===== src/rtl/axilite_tmr_responder.sv =====
// Triple-modular-redundant AXI4-Lite slave: three lanes vote on each write/read
// against a 4-word register file; dissenting or missing lanes are flagged.
module axilite_tmr_responder #(
  parameter int C_S_AXI_DATA_WIDTH = 32,
  parameter int C_S_AXI_ADDR_WIDTH = 4,
  parameter int TIMEOUT_CYCLES     = 64
) (
  input  logic                              ACLK,
  input  logic                              ARESETN,
  input  logic [3*C_S_AXI_ADDR_WIDTH-1:0]   s_axi_awaddr,
  input  logic [2:0]                        s_axi_awvalid,
  output logic [2:0]                        s_axi_awready,
  input  logic [3*C_S_AXI_DATA_WIDTH-1:0]   s_axi_wdata,
  input  logic [3*C_S_AXI_DATA_WIDTH/8-1:0] s_axi_wstrb,
  input  logic [2:0]                        s_axi_wvalid,
  output logic [2:0]                        s_axi_wready,
  output logic [5:0]                        s_axi_bresp,
  output logic [2:0]                        s_axi_bvalid,
  input  logic [2:0]                        s_axi_bready,
  input  logic [3*C_S_AXI_ADDR_WIDTH-1:0]   s_axi_araddr,
  input  logic [2:0]                        s_axi_arvalid,
  output logic [2:0]                        s_axi_arready,
  output logic [3*C_S_AXI_DATA_WIDTH-1:0]   s_axi_rdata,
  output logic [5:0]                        s_axi_rresp,
  output logic [2:0]                        s_axi_rvalid,
  input  logic [2:0]                        s_axi_rready,
  output logic                              vote_err,
  output logic [2:0]                        fault_lane
);

  localparam int unsigned DW   = C_S_AXI_DATA_WIDTH;
  localparam int unsigned AW   = C_S_AXI_ADDR_WIDTH;
  localparam int unsigned SW   = DW / 8;
  localparam int unsigned IW   = AW - 2;
  localparam int unsigned NREG = 1 << IW;
  localparam int unsigned TW   = IW + DW + SW;
  localparam int unsigned CW   = $clog2(TIMEOUT_CYCLES + 1);
  localparam logic [CW-1:0] CNT_LAST = CW'(TIMEOUT_CYCLES - 1);

  typedef enum logic [1:0] {W_IDLE, W_COLLECT, W_VOTE, W_RESP} w_state_t;
  typedef enum logic [1:0] {R_IDLE, R_COLLECT, R_VOTE, R_RESP} r_state_t;

  // A lane is in the majority when it matches at least one other captured lane.
  function automatic logic [2:0] agree3(input logic [2:0] c, input logic e01,
                                        input logic e02, input logic e12);
    logic [2:0] a;
    a[0] = c[0] & ((c[1] & e01) | (c[2] & e02));
    a[1] = c[1] & ((c[0] & e01) | (c[2] & e12));
    a[2] = c[2] & ((c[0] & e02) | (c[1] & e12));
    return a;
  endfunction

  function automatic logic two3(input logic [2:0] c);
    return (c[0] & c[1]) | (c[0] & c[2]) | (c[1] & c[2]);
  endfunction

  logic unused_addr_bits;
  assign unused_addr_bits = ^{s_axi_awaddr, s_axi_araddr};

  logic [DW-1:0] regs [NREG];

  // ---------------- write path ----------------
  w_state_t      w_state, w_state_nxt;
  logic [2:0]    aw_hs, w_hs, aw_done, w_done, aw_done_nxt, w_done_nxt, wcap_nxt;
  logic [TW-1:0] wt_q [3];
  logic [TW-1:0] wt_nxt [3];
  logic [CW-1:0] wcnt, wcnt_nxt;
  logic [2:0]    wcap_q, wagr_q, wagr_c;
  logic [TW-1:0] wmaj_q;
  logic          w_enter;
  logic [2:0]    awready_nxt, wready_nxt, bvalid_nxt;
  logic [5:0]    bresp_nxt;

  // Per-lane capture of the (word index, data, strobe) tuple as handshakes land
  always_comb begin
    for (int k = 0; k < 3; k++) begin
      aw_hs[k]  = s_axi_awvalid[k] & s_axi_awready[k];
      w_hs[k]   = s_axi_wvalid[k] & s_axi_wready[k];
      wt_nxt[k] = wt_q[k];
      if (aw_hs[k]) wt_nxt[k][TW-1 -: IW] = s_axi_awaddr[k*AW+2 +: IW];
      if (w_hs[k])  wt_nxt[k][DW+SW-1:0]  = {s_axi_wdata[k*DW +: DW], s_axi_wstrb[k*SW +: SW]};
    end
  end

  always_comb begin
    w_state_nxt = w_state;
    wcnt_nxt    = wcnt;
    aw_done_nxt = aw_done | aw_hs;
    w_done_nxt  = w_done | w_hs;
    wcap_nxt    = aw_done_nxt & w_done_nxt;
    wagr_c      = agree3(wcap_nxt, wt_nxt[0] == wt_nxt[1], wt_nxt[0] == wt_nxt[2],
                         wt_nxt[1] == wt_nxt[2]);
    w_enter     = 1'b0;
    bvalid_nxt  = s_axi_bvalid & ~s_axi_bready;
    bresp_nxt   = s_axi_bresp;
    case (w_state)
      W_IDLE: begin
        if (&wcap_nxt) begin
          w_state_nxt = W_VOTE;
          w_enter     = 1'b1;
        end else if (|wcap_nxt) begin
          w_state_nxt = W_COLLECT;
          wcnt_nxt    = '0;
        end
      end
      W_COLLECT: begin
        if ((&wcap_nxt) || (wcnt == CNT_LAST && two3(wcap_nxt))) begin
          w_state_nxt = W_VOTE;
          w_enter     = 1'b1;
        end else if (wcnt != CNT_LAST) begin
          wcnt_nxt = wcnt + CW'(1);
        end
      end
      W_VOTE: begin
        w_state_nxt = W_RESP;
        bvalid_nxt  = wcap_q;
        for (int k = 0; k < 3; k++)
          bresp_nxt[2*k +: 2] = (wcap_q[k] & ~wagr_q[k]) ? 2'b10 : 2'b00;
        // Partially accepted lanes keep their flags for the next round
        aw_done_nxt = aw_done & ~wcap_q;
        w_done_nxt  = w_done & ~wcap_q;
      end
      W_RESP: begin
        if ((s_axi_bvalid & ~s_axi_bready) == 3'b000) w_state_nxt = W_IDLE;
      end
      default: w_state_nxt = W_IDLE;
    endcase
    awready_nxt = (w_state_nxt == W_IDLE || w_state_nxt == W_COLLECT) ? ~aw_done_nxt : 3'b000;
    wready_nxt  = (w_state_nxt == W_IDLE || w_state_nxt == W_COLLECT) ? ~w_done_nxt  : 3'b000;
  end

  always_ff @(posedge ACLK) begin
    if (!ARESETN) begin
      w_state       <= W_IDLE;
      aw_done       <= '0;
      w_done        <= '0;
      wcnt          <= '0;
      wcap_q        <= '0;
      wagr_q        <= '0;
      wmaj_q        <= '0;
      s_axi_awready <= '0;
      s_axi_wready  <= '0;
      s_axi_bvalid  <= '0;
      s_axi_bresp   <= '0;
      for (int k = 0; k < 3; k++) wt_q[k] <= '0;
      for (int i = 0; i < int'(NREG); i++) regs[i] <= '0;
    end else begin
      w_state       <= w_state_nxt;
      aw_done       <= aw_done_nxt;
      w_done        <= w_done_nxt;
      wcnt          <= wcnt_nxt;
      s_axi_awready <= awready_nxt;
      s_axi_wready  <= wready_nxt;
      s_axi_bvalid  <= bvalid_nxt;
      s_axi_bresp   <= bresp_nxt;
      for (int k = 0; k < 3; k++) wt_q[k] <= wt_nxt[k];
      if (w_enter) begin
        wcap_q <= wcap_nxt;
        wagr_q <= wagr_c;
        wmaj_q <= wagr_c[0] ? wt_nxt[0] : wt_nxt[1];
      end
      if (w_state == W_VOTE && (|wagr_q)) begin
        for (int b = 0; b < int'(SW); b++)
          if (wmaj_q[b]) regs[wmaj_q[TW-1 -: IW]][8*b +: 8] <= wmaj_q[SW+8*b +: 8];
      end
    end
  end

  // ---------------- read path ----------------
  r_state_t      r_state, r_state_nxt;
  logic [2:0]    ar_hs, ar_done, ar_done_nxt;
  logic [IW-1:0] rt_q [3];
  logic [IW-1:0] rt_nxt [3];
  logic [CW-1:0] rcnt, rcnt_nxt;
  logic [2:0]    rcap_q, ragr_q, ragr_c;
  logic [IW-1:0] rmaj_q;
  logic          r_enter;
  logic [2:0]    arready_nxt, rvalid_nxt;
  logic [5:0]    rresp_nxt;
  logic [3*DW-1:0] rdata_nxt;

  always_comb begin
    for (int k = 0; k < 3; k++) begin
      ar_hs[k]  = s_axi_arvalid[k] & s_axi_arready[k];
      rt_nxt[k] = ar_hs[k] ? s_axi_araddr[k*AW+2 +: IW] : rt_q[k];
    end
  end

  always_comb begin
    r_state_nxt = r_state;
    rcnt_nxt    = rcnt;
    ar_done_nxt = ar_done | ar_hs;
    ragr_c      = agree3(ar_done_nxt, rt_nxt[0] == rt_nxt[1], rt_nxt[0] == rt_nxt[2],
                         rt_nxt[1] == rt_nxt[2]);
    r_enter     = 1'b0;
    rvalid_nxt  = s_axi_rvalid & ~s_axi_rready;
    rresp_nxt   = s_axi_rresp;
    rdata_nxt   = s_axi_rdata;
    case (r_state)
      R_IDLE: begin
        if (&ar_done_nxt) begin
          r_state_nxt = R_VOTE;
          r_enter     = 1'b1;
        end else if (|ar_done_nxt) begin
          r_state_nxt = R_COLLECT;
          rcnt_nxt    = '0;
        end
      end
      R_COLLECT: begin
        if ((&ar_done_nxt) || (rcnt == CNT_LAST && two3(ar_done_nxt))) begin
          r_state_nxt = R_VOTE;
          r_enter     = 1'b1;
        end else if (rcnt != CNT_LAST) begin
          rcnt_nxt = rcnt + CW'(1);
        end
      end
      R_VOTE: begin
        // Register file is sampled before any same-cycle write commits
        r_state_nxt = R_RESP;
        rvalid_nxt  = rcap_q;
        for (int k = 0; k < 3; k++) begin
          rresp_nxt[2*k +: 2]  = (rcap_q[k] & ~ragr_q[k]) ? 2'b10 : 2'b00;
          rdata_nxt[k*DW +: DW] = (rcap_q[k] && (|ragr_q)) ? regs[rmaj_q] : '0;
        end
        ar_done_nxt = ar_done & ~rcap_q;
      end
      R_RESP: begin
        if ((s_axi_rvalid & ~s_axi_rready) == 3'b000) r_state_nxt = R_IDLE;
      end
      default: r_state_nxt = R_IDLE;
    endcase
    arready_nxt = (r_state_nxt == R_IDLE || r_state_nxt == R_COLLECT) ? ~ar_done_nxt : 3'b000;
  end

  always_ff @(posedge ACLK) begin
    if (!ARESETN) begin
      r_state       <= R_IDLE;
      ar_done       <= '0;
      rcnt          <= '0;
      rcap_q        <= '0;
      ragr_q        <= '0;
      rmaj_q        <= '0;
      s_axi_arready <= '0;
      s_axi_rvalid  <= '0;
      s_axi_rresp   <= '0;
      s_axi_rdata   <= '0;
      for (int k = 0; k < 3; k++) rt_q[k] <= '0;
    end else begin
      r_state       <= r_state_nxt;
      ar_done       <= ar_done_nxt;
      rcnt          <= rcnt_nxt;
      s_axi_arready <= arready_nxt;
      s_axi_rvalid  <= rvalid_nxt;
      s_axi_rresp   <= rresp_nxt;
      s_axi_rdata   <= rdata_nxt;
      for (int k = 0; k < 3; k++) rt_q[k] <= rt_nxt[k];
      if (r_enter) begin
        rcap_q <= ar_done_nxt;
        ragr_q <= ragr_c;
        rmaj_q <= ragr_c[0] ? rt_nxt[0] : rt_nxt[1];
      end
    end
  end

  // Error pulse and sticky fault flags land in the vote cycle of either path
  always_ff @(posedge ACLK) begin
    if (!ARESETN) begin
      vote_err   <= 1'b0;
      fault_lane <= '0;
    end else begin
      vote_err   <= (w_enter && wagr_c != 3'b111) || (r_enter && ragr_c != 3'b111);
      fault_lane <= fault_lane | (w_enter ? ~wagr_c : 3'b000) | (r_enter ? ~ragr_c : 3'b000);
    end
  end

endmodule


===== config.mk =====
export PLATFORM = sky130hd
export DESIGN_NAME = axilite_tmr_responder
export DESIGN_NICKNAME = d
export VERILOG_FILES = /design/src/rtl/axilite_tmr_responder.sv
export SDC_FILE = /design/constraint.sdc
export NUM_CORES = 1
export LEC_CHECK = 0
export CORE_MARGIN = 2
export CORE_UTILIZATION = 50
export DETAILED_ROUTE_END_ITERATION = 8
export PLACE_DENSITY = 0.76
export SLEW_MARGIN = 20
export SYNTH_ARGS = -nofsm -noshare
export SYNTH_HDL_FRONTEND = slang
export SYNTH_SLANG_ARGS = --single-unit
export TNS_END_PERCENT = 100

===== constraint.sdc =====
create_clock -name ACLK -period 8.05 [get_ports ACLK]
set_clock_uncertainty 0.1 [all_clocks]
set_input_delay 2.0125 -clock ACLK [delete_from_list [all_inputs] [get_ports ACLK]]
set_output_delay 2.0125 -clock ACLK [all_outputs]
set_load 0.1 [all_outputs]

==> results.md, run 1 <==
- Status: finished clean
- Max Root-Sink Buffers: 3
- Final Max Slew Viols: 0
- WP buf/inv: 4
- Worst vdd ir: 150.2 µV
- Vias in the first global route: 15.29k
- WL per Instance: 20.23 µm
- Clock network power share: 0.426
- P per Cell Area: 217.0 nW/µm²
- Ys async rst share: 0
- Worst EP arrival: 6.29 ns
- Vias per cell: 5.726
- CORE AREA: 39820 µm²
- Crit path largest cell delay: 0.60 ns
- Total internal power: 4.039 mW
- Sequential power share: 0.452
- Critical Path, Cell by Cell: clkdlybuf4s50_1, buf_4, nand2_1, buf_4, mux2i_1, xor2_1, or4_1, or4_4, o2bb2ai_4, buf_4, mux2_2, o22ai_1
- Cts repair resizes: 0
- Sequential area share after synthesis: 0.5095
- First-pass GRT wire length: 84.30 mm
- Vias: 15.58k
- Placed cell area: 23120 µm²
- WS Path Type: input port to flop
- Mapped Avg Cell Area: 10.39 µm²
- Max Cap Viol: 0
- I/O Pins: 276
- Worst-Skew Late Latency: 0.58 ns
- Hold worst-path end: wmaj_q[26]
- Initial core utilization: 0.5071
- R2R setup slack: 3.73 ns
- Final ANT Viol Nets: 0
- Post-synthesis cell type count: 62
- TritonCTS buffer count: 47
- Worst path required time: 8.45 ns
- Syn Std Cell Area: 20200 µm²
- RSZ-0062 raised after global routing: false
- Yosys warns: 0
- DRT Pass-1 Iters: 5
- Clk sink count: 450
- CTS root buf: clkbuf_16
- DRC viols: 0
- Layout cell share with drive strength beyond 1: 0.09563
- CTS tree: yes
- WL final: 55.04 mm
- Die width: 205.0 µm
- H-tree depth: 2
- Largest net degree at the start of global routing: 240
- Fillers: 3147
- EDFF count, synth: 128
- Congestion Overflow GR: 0
- Psw: 1.338 mW
- Initial antenna violation count: 0
- Synthesis-to-finish area growth: 22.72%
- Fin crit share: 0.7319
- Final Wtd Congestion: 0.9109
- Critical path's slowest cell: o2bb2ai_4
- Hold_buf cts: 0
- Slew @ Worst Pin: 1.092 ns
- CP top delay family: buffers and inverters
- Minimum clock period: 5.892 ns
- Slew HR: 0.2720
- CP Max Fanout: 30
- Most used cell, CP: buf_4
- Hold wc startpoint: wmaj_q[26]
- Leak: 9.073 nW
- Final setup vio count: 0
- Startpoint types: input port
- Hold WC Path Type: flop to flop
- Design area: 24790 µm²
- Primary FF master, synth: dfxtp_1
- Full die area: 42010 µm²
- Setup bufs post-CTS: 0
- Dpl hpwl: 39.11 mm
- Antenna Cells: 0
- Fmax achieved: 169.7 MHz
- Final hold violations: 0
- DR iter-0 viols: 1232
- Combinational fraction of design power: 0.121
- Clk pin slew, worst setup/hold paths: 0.06 ns
- Worst r2r dst: wmaj_q[3]
- GRT Total Usage: 0.2590
- Hold Path Depth: 2
- Critical Path Sink Type: flop
- Worst r2r path cells: 10
- Switching portion of total power: 0.2489
- Post-Synthesis Cells: 1944
- Rows: 73
- Setup TNS Final: 0 ns
- Nets: 2308
- PortBufs: 257
- Height of the chip: 205.0 µm
- Reg2reg start: s_axi_wready[0]
- Yosys reg bits: 450
-- metrics by stage --
| step | hold slack, ns | total power [mW] | utilization | setup slack, ns | cells |
|---|---|---|---|---|---|
| 6_report | 0.3710 | 5.378 | 0.6224 | 2.159 | 2721 |
| 2_1_floorplan | 0.3465 | 2.901 | - | 3.434 | 1949 |
| 3_3_place_gp | 0.3537 | 3.108 | 0.5807 | 1.730 | 2633 |
| 5_1_grt | 0.3921 | 5.539 | 0.6224 | 2.041 | 2721 |
| 3_5_place_dp | 0.3588 | 3.122 | 0.5807 | 1.646 | 2633 |
| 4_1_cts | 0.3706 | 5.399 | 0.6224 | 2.259 | 2721 |
-- sequential cells by signal (all words and copies together) (netlist names), 6 cells and up, named ones only --
signal / count
wmaj_q: 38
wcnt: 7
rcnt: 7
rt_q: 6
wt_q: 114
s_axi_rdata: 96
regs: 128
-- placed cells by master, fill, tap and decap left out, types with 48 or more instances in the layout --
master	count
nand2_1	142
clkbuf_16	48
nor2_1	174
a22oi_1	96
edfxtp_1	128
clkdlybuf4s50_1	256
dfxtp_1	320
xnor2_1	52
mux2i_1	73
nor2b_1	232
-- cell usage after synthesis (10+ instances only) --
cell type,instances,area share
dfxtp_1,322,0.32
nand2b_1,10,0.0031
o21ai_0,17,0.0042
xor2_1,46,0.020
mux2_2,38,0.021
nor2b_1,232,0.072
mux4_2,32,0.036
o211a_1,24,0.012
inv_1,37,0.0069
xnor2_1,52,0.023
a21oi_1,26,0.0064
nand3_1,42,0.010
o22ai_1,39,0.012
a211oi_1,30,0.011
o211ai_1,11,0.0041
nand4_1,25,0.0077
buf_2,24,0.0059
buf_4,11,0.0041
a22oi_1,96,0.036
nor4_1,22,0.0068
mux2i_1,73,0.036
a21boi_1,10,0.0037
nor2_1,175,0.033
and2_1,40,0.012
a21bo_2,23,0.011
and3_1,36,0.011
clkbuf_1,82,0.015
nand2_1,142,0.026
edfxtp_1,128,0.19
a21boi_0,33,0.012
-- power by group through the flow --
stage	combinational (mW)	clock [mW]	sequential [mW]
5_1_grt	0.694	2.41	2.44
3_3_place_gp	0.632	0	2.48
3_5_place_dp	0.640	0	2.48
4_1_cts	0.645	2.32	2.43
6_report	0.652	2.29	2.43
2_1_floorplan	0.389	0	2.51
-- logic make-up (layout without fill, tap and decap cells) --
group                    count (synthesis)  in the layout  synth area share
other                                    1              6         0.0001857
buffers and inverters                  159            406           0.03383
multiplexers                           143            143           0.09305
XOR/XNOR                                98             98           0.04250
adder cells (fa/ha/maj)                  4              4          0.002230
AND/OR/NAND/NOR                        762            762            0.1972
flip-flops                             450            450            0.5095
AO/OA/AOI/OAI                          327            327            0.1215
-- cell type report --
cell class              count  area, µm²  share of cell area
clock buffers              66       1351             0.05452
clock inverters            22      309.0             0.01247
inverters                  37      138.9            0.005604
multi-input cells        1340       9258              0.3735
flip-flops and latches    450      10290              0.4153
well taps                 525      656.9             0.02650
repair buffers            281       2779              0.1121
-- worst max-delay path by stage --
stage | start | endpoint | cells after the start
after detailed placement | s_axi_wvalid[2] | wmaj_q[3] | 12
after global routing | s_axi_wvalid[2] | wmaj_q[37] | 12
after CTS | s_axi_wvalid[2] | wmaj_q[3] | 12
after global placement | s_axi_wvalid[2] | vote_err | 12
final | s_axi_wvalid[2] | wmaj_q[3] | 12
after floorplan | s_axi_wvalid[0] | wmaj_q[10] | 11
-- worst register-to-register path, delay by kind of cell (launching register included) --
family                 cells  cell delay [ns]
AO/OA/AOI/OAI              2             0.77
XOR/XNOR                   1             0.11
buffers and inverters      2             0.78
flip-flops                 1             0.31
multiplexers               2             0.90
AND/OR/NAND/NOR            3             1.27
-- per-layer routing --
metal	up-vias	GRT usage	part of all wire
met5	-	0	0
met4	0	0.1146	0.042
met3	106	0.03802	0.066
met2	637	0.4165	0.46
li1	7312	-	-
met1	7525	0.3478	0.43
(Power assumes the default switching activity.)
==> inputs of run 2 (changes only) <==
--- a/config.mk
+++ b/config.mk
@@ -8,7 +8,7 @@
 export CORE_MARGIN = 2
 export CORE_UTILIZATION = 50
 export DETAILED_ROUTE_END_ITERATION = 8
-export PLACE_DENSITY = 0.76
+export PLACE_DENSITY = 0.79
 export SLEW_MARGIN = 20
 export SYNTH_ARGS = -nofsm -noshare
 export SYNTH_HDL_FRONTEND = slang
==> constraint.sdc (replaced) <==
create_clock -name ACLK -period 5.2 [get_ports ACLK]
set_clock_uncertainty 0.1 [all_clocks]
set_input_delay 1.3 -clock ACLK [delete_from_list [all_inputs] [get_ports ACLK]]
set_output_delay 1.3 -clock ACLK [all_outputs]
set_load 0.1 [all_outputs]
==> results.md, run 2 (synthesis gave the netlist of run 1 again) <==
- Status: finished clean (unchanged)
- Clk pin slew, worst setup/hold paths: 0.06 ns (about the same)
- Clk sink count: 450 (unchanged)
- Setup TNS Final: 0 ns (unchanged)
- Placed cell count: 2669 (was 2633)
- Antenna Cells: 0 (unchanged)
- CP Max Fanout: 46 (was 30)
- Die width: 205.0 µm (unchanged)
- WS Path Type: input port to flop (unchanged)
- Max reg flops: 128 (unchanged)
- Startpoint types: input port (unchanged)
- Vias: 15.87k (was 15.58k)
- Final core occ: 0.6257 (was 0.6224)
- Worst path required time: 5.59 ns (was 8.45 ns)
- Hold WC Path Type: flop to flop (unchanged)
- Vias per cell: 5.763 (was 5.726)
- TritonCTS buffer count: 46 (was 47)
- Critical Path Sink Type: flop (unchanged)
- Worst EP arrival: 5.00 ns (was 6.29 ns)
- CTS root buf: clkbuf_16 (unchanged)
- Most frequent cells in the layout: dfxtp_1 (320), clkdlybuf4s50_1 (256), nor2b_1 (232), nor2_1 (174), nand2_1 (142) (unchanged)
- Cts repair resizes: 0 (unchanged)
- Slew HR: 0.2619 (was 0.2720)
- Commonest non-fill, non-tap cell in the layout: dfxtp_1 (unchanged)
- Full die area: 42010 µm² (unchanged)
- Largest regs: regs x128, wt_q x114, s_axi_rdata x96 (unchanged)
- Final Wtd Congestion: 0.9389 (was 0.9109)
- Initial antenna violation count: 0 (unchanged)
- Max Cap Viol: 0 (unchanged)
- Final ANT Viol Nets: 0 (unchanged)
- Dpl hpwl: 39.92 mm (was 39.11 mm)
- Fin crit share: 0.8866
- H-tree depth: 2 (unchanged)
- Final Max Slew Viols: 0 (unchanged)
- Leak: 9.153 nW (was 9.073 nW)
- Minimum clock period: 4.610 ns
- Vias in the first global route: 15.43k (was 15.29k)
- Synthesis-to-finish area growth: 23.38% (was 22.72%)
- Rows: 73 (unchanged)
- RSZ-0062 raised after global routing: false (unchanged)
- Layout cell share with drive strength beyond 1: 0.1036 (was 0.09563)
- Post-Layout Cell Count: 2754 (was 2721)
- WL per Instance: 20.58 µm (was 20.23 µm)
- Final hold violations: 0 (unchanged)
- Largest net degree at the start of global routing: 286 (was 240)
- GRT Total Usage: 0.2659 (was 0.2590)
- DRC viols: 0 (unchanged)
- CTS tree: yes (unchanged)
- Setup bufs post-CTS: 0 (unchanged)
- Fmax achieved: 216.9 MHz
- P per Cell Area: 323.8 nW/µm² (was 217.0 nW/µm²)
- I/O Pins: 276 (unchanged)
- CORE AREA: 39820 µm² (unchanged)
- First-pass GRT wire length: 86.31 mm (was 84.30 mm)
- PortBufs: 257 (unchanged)
- Final setup vio count: 0 (unchanged)
- Congestion Overflow GR: 0 (unchanged)
- Slew @ Worst Pin: 1.107 ns (was 1.092 ns)
- Worst-Skew Late Latency: 0.59 ns (was 0.58 ns)
- DR iter-0 viols: 1361 (was 1232)
- Worst vdd ir: 189.6 µV (was 150.2 µV)
- Hold_buf cts: 0 (unchanged)
- WL final: 56.68 mm (was 55.04 mm)
- DRT Pass-1 Iters: 5 (unchanged)
- Nets: 2343 (was 2308)
- Max Root-Sink Buffers: 3 (unchanged)
- Initial core utilization: 0.5071 (unchanged)
- Height of the chip: 205.0 µm (unchanged)
- Biggest register: regs (unchanged)
==> run 2: metrics by stage <==
step	hold slack (ns)	setup slack (ns)	cell area, µm²	total power [mW]
2_1_floorplan	0.3465	1.297	20210	4.490
3_3_place_gp	0.3543	0.09787	23450	4.855
3_5_place_dp	0.3610	0.02026	23450	4.875
4_1_cts	0.3697	0.6304	24920	8.093
5_1_grt	0.3911	0.5158	24920	8.314
6_report	0.3638	0.5896	24920	8.069
==> run 2: power breakdown <==
group / switching, mW / total, mW / internal, mW
sequential: 0.0550 / 3.77 / 3.72
clock: 1.39 / 3.25 / 1.86
combinational: 0.611 / 1.05 / 0.436
total: 2.05 / 8.07 / 6.01
==> run 2: worst paths after layout <==
kind | from | endpoint | slack, ns | cells after the start
max reg2reg | s_axi_wready[2] | wmaj_q[24] | 1.09 | 9
min reg2reg | s_axi_bresp[3] | s_axi_bresp[3] | 0.36 | 2
max | s_axi_wvalid[0] | wmaj_q[24] | 0.59 | 11
min | s_axi_bresp[3] | s_axi_bresp[3] | 0.36 | 2
==> run 2: routing by layer <==
metal	vias up	track usage	share of wire
met5	-	0	0
met4	0	0.09275	0.032
met3	112	0.04963	0.072
met2	641	0.4353	0.47
met1	7745	0.3536	0.43
li1	7374	-	-
==> run 2: layout make-up <==
type,count,area (µm²)
clock buffers,64,1269
flip-flops and latches,450,10290
repair buffers,317,3099
clock inverters,21,203.9
well taps,525,656.9
multi-input cells,1340,9258
fillers,3210,14910
inverters,37,138.9
==> run 2: worst max-delay path: stages <==
cell and delay, ns:
clkdlybuf4s50_1 0.51, buf_12 0.24, nand2_4 0.22, mux2i_1 0.59, xnor2_1 0.19, nand4_1 0.10, or4_1 0.64, o2bb2ai_4 0.20
buf_4 0.35, mux2_2 0.41, o22ai_1 0.21
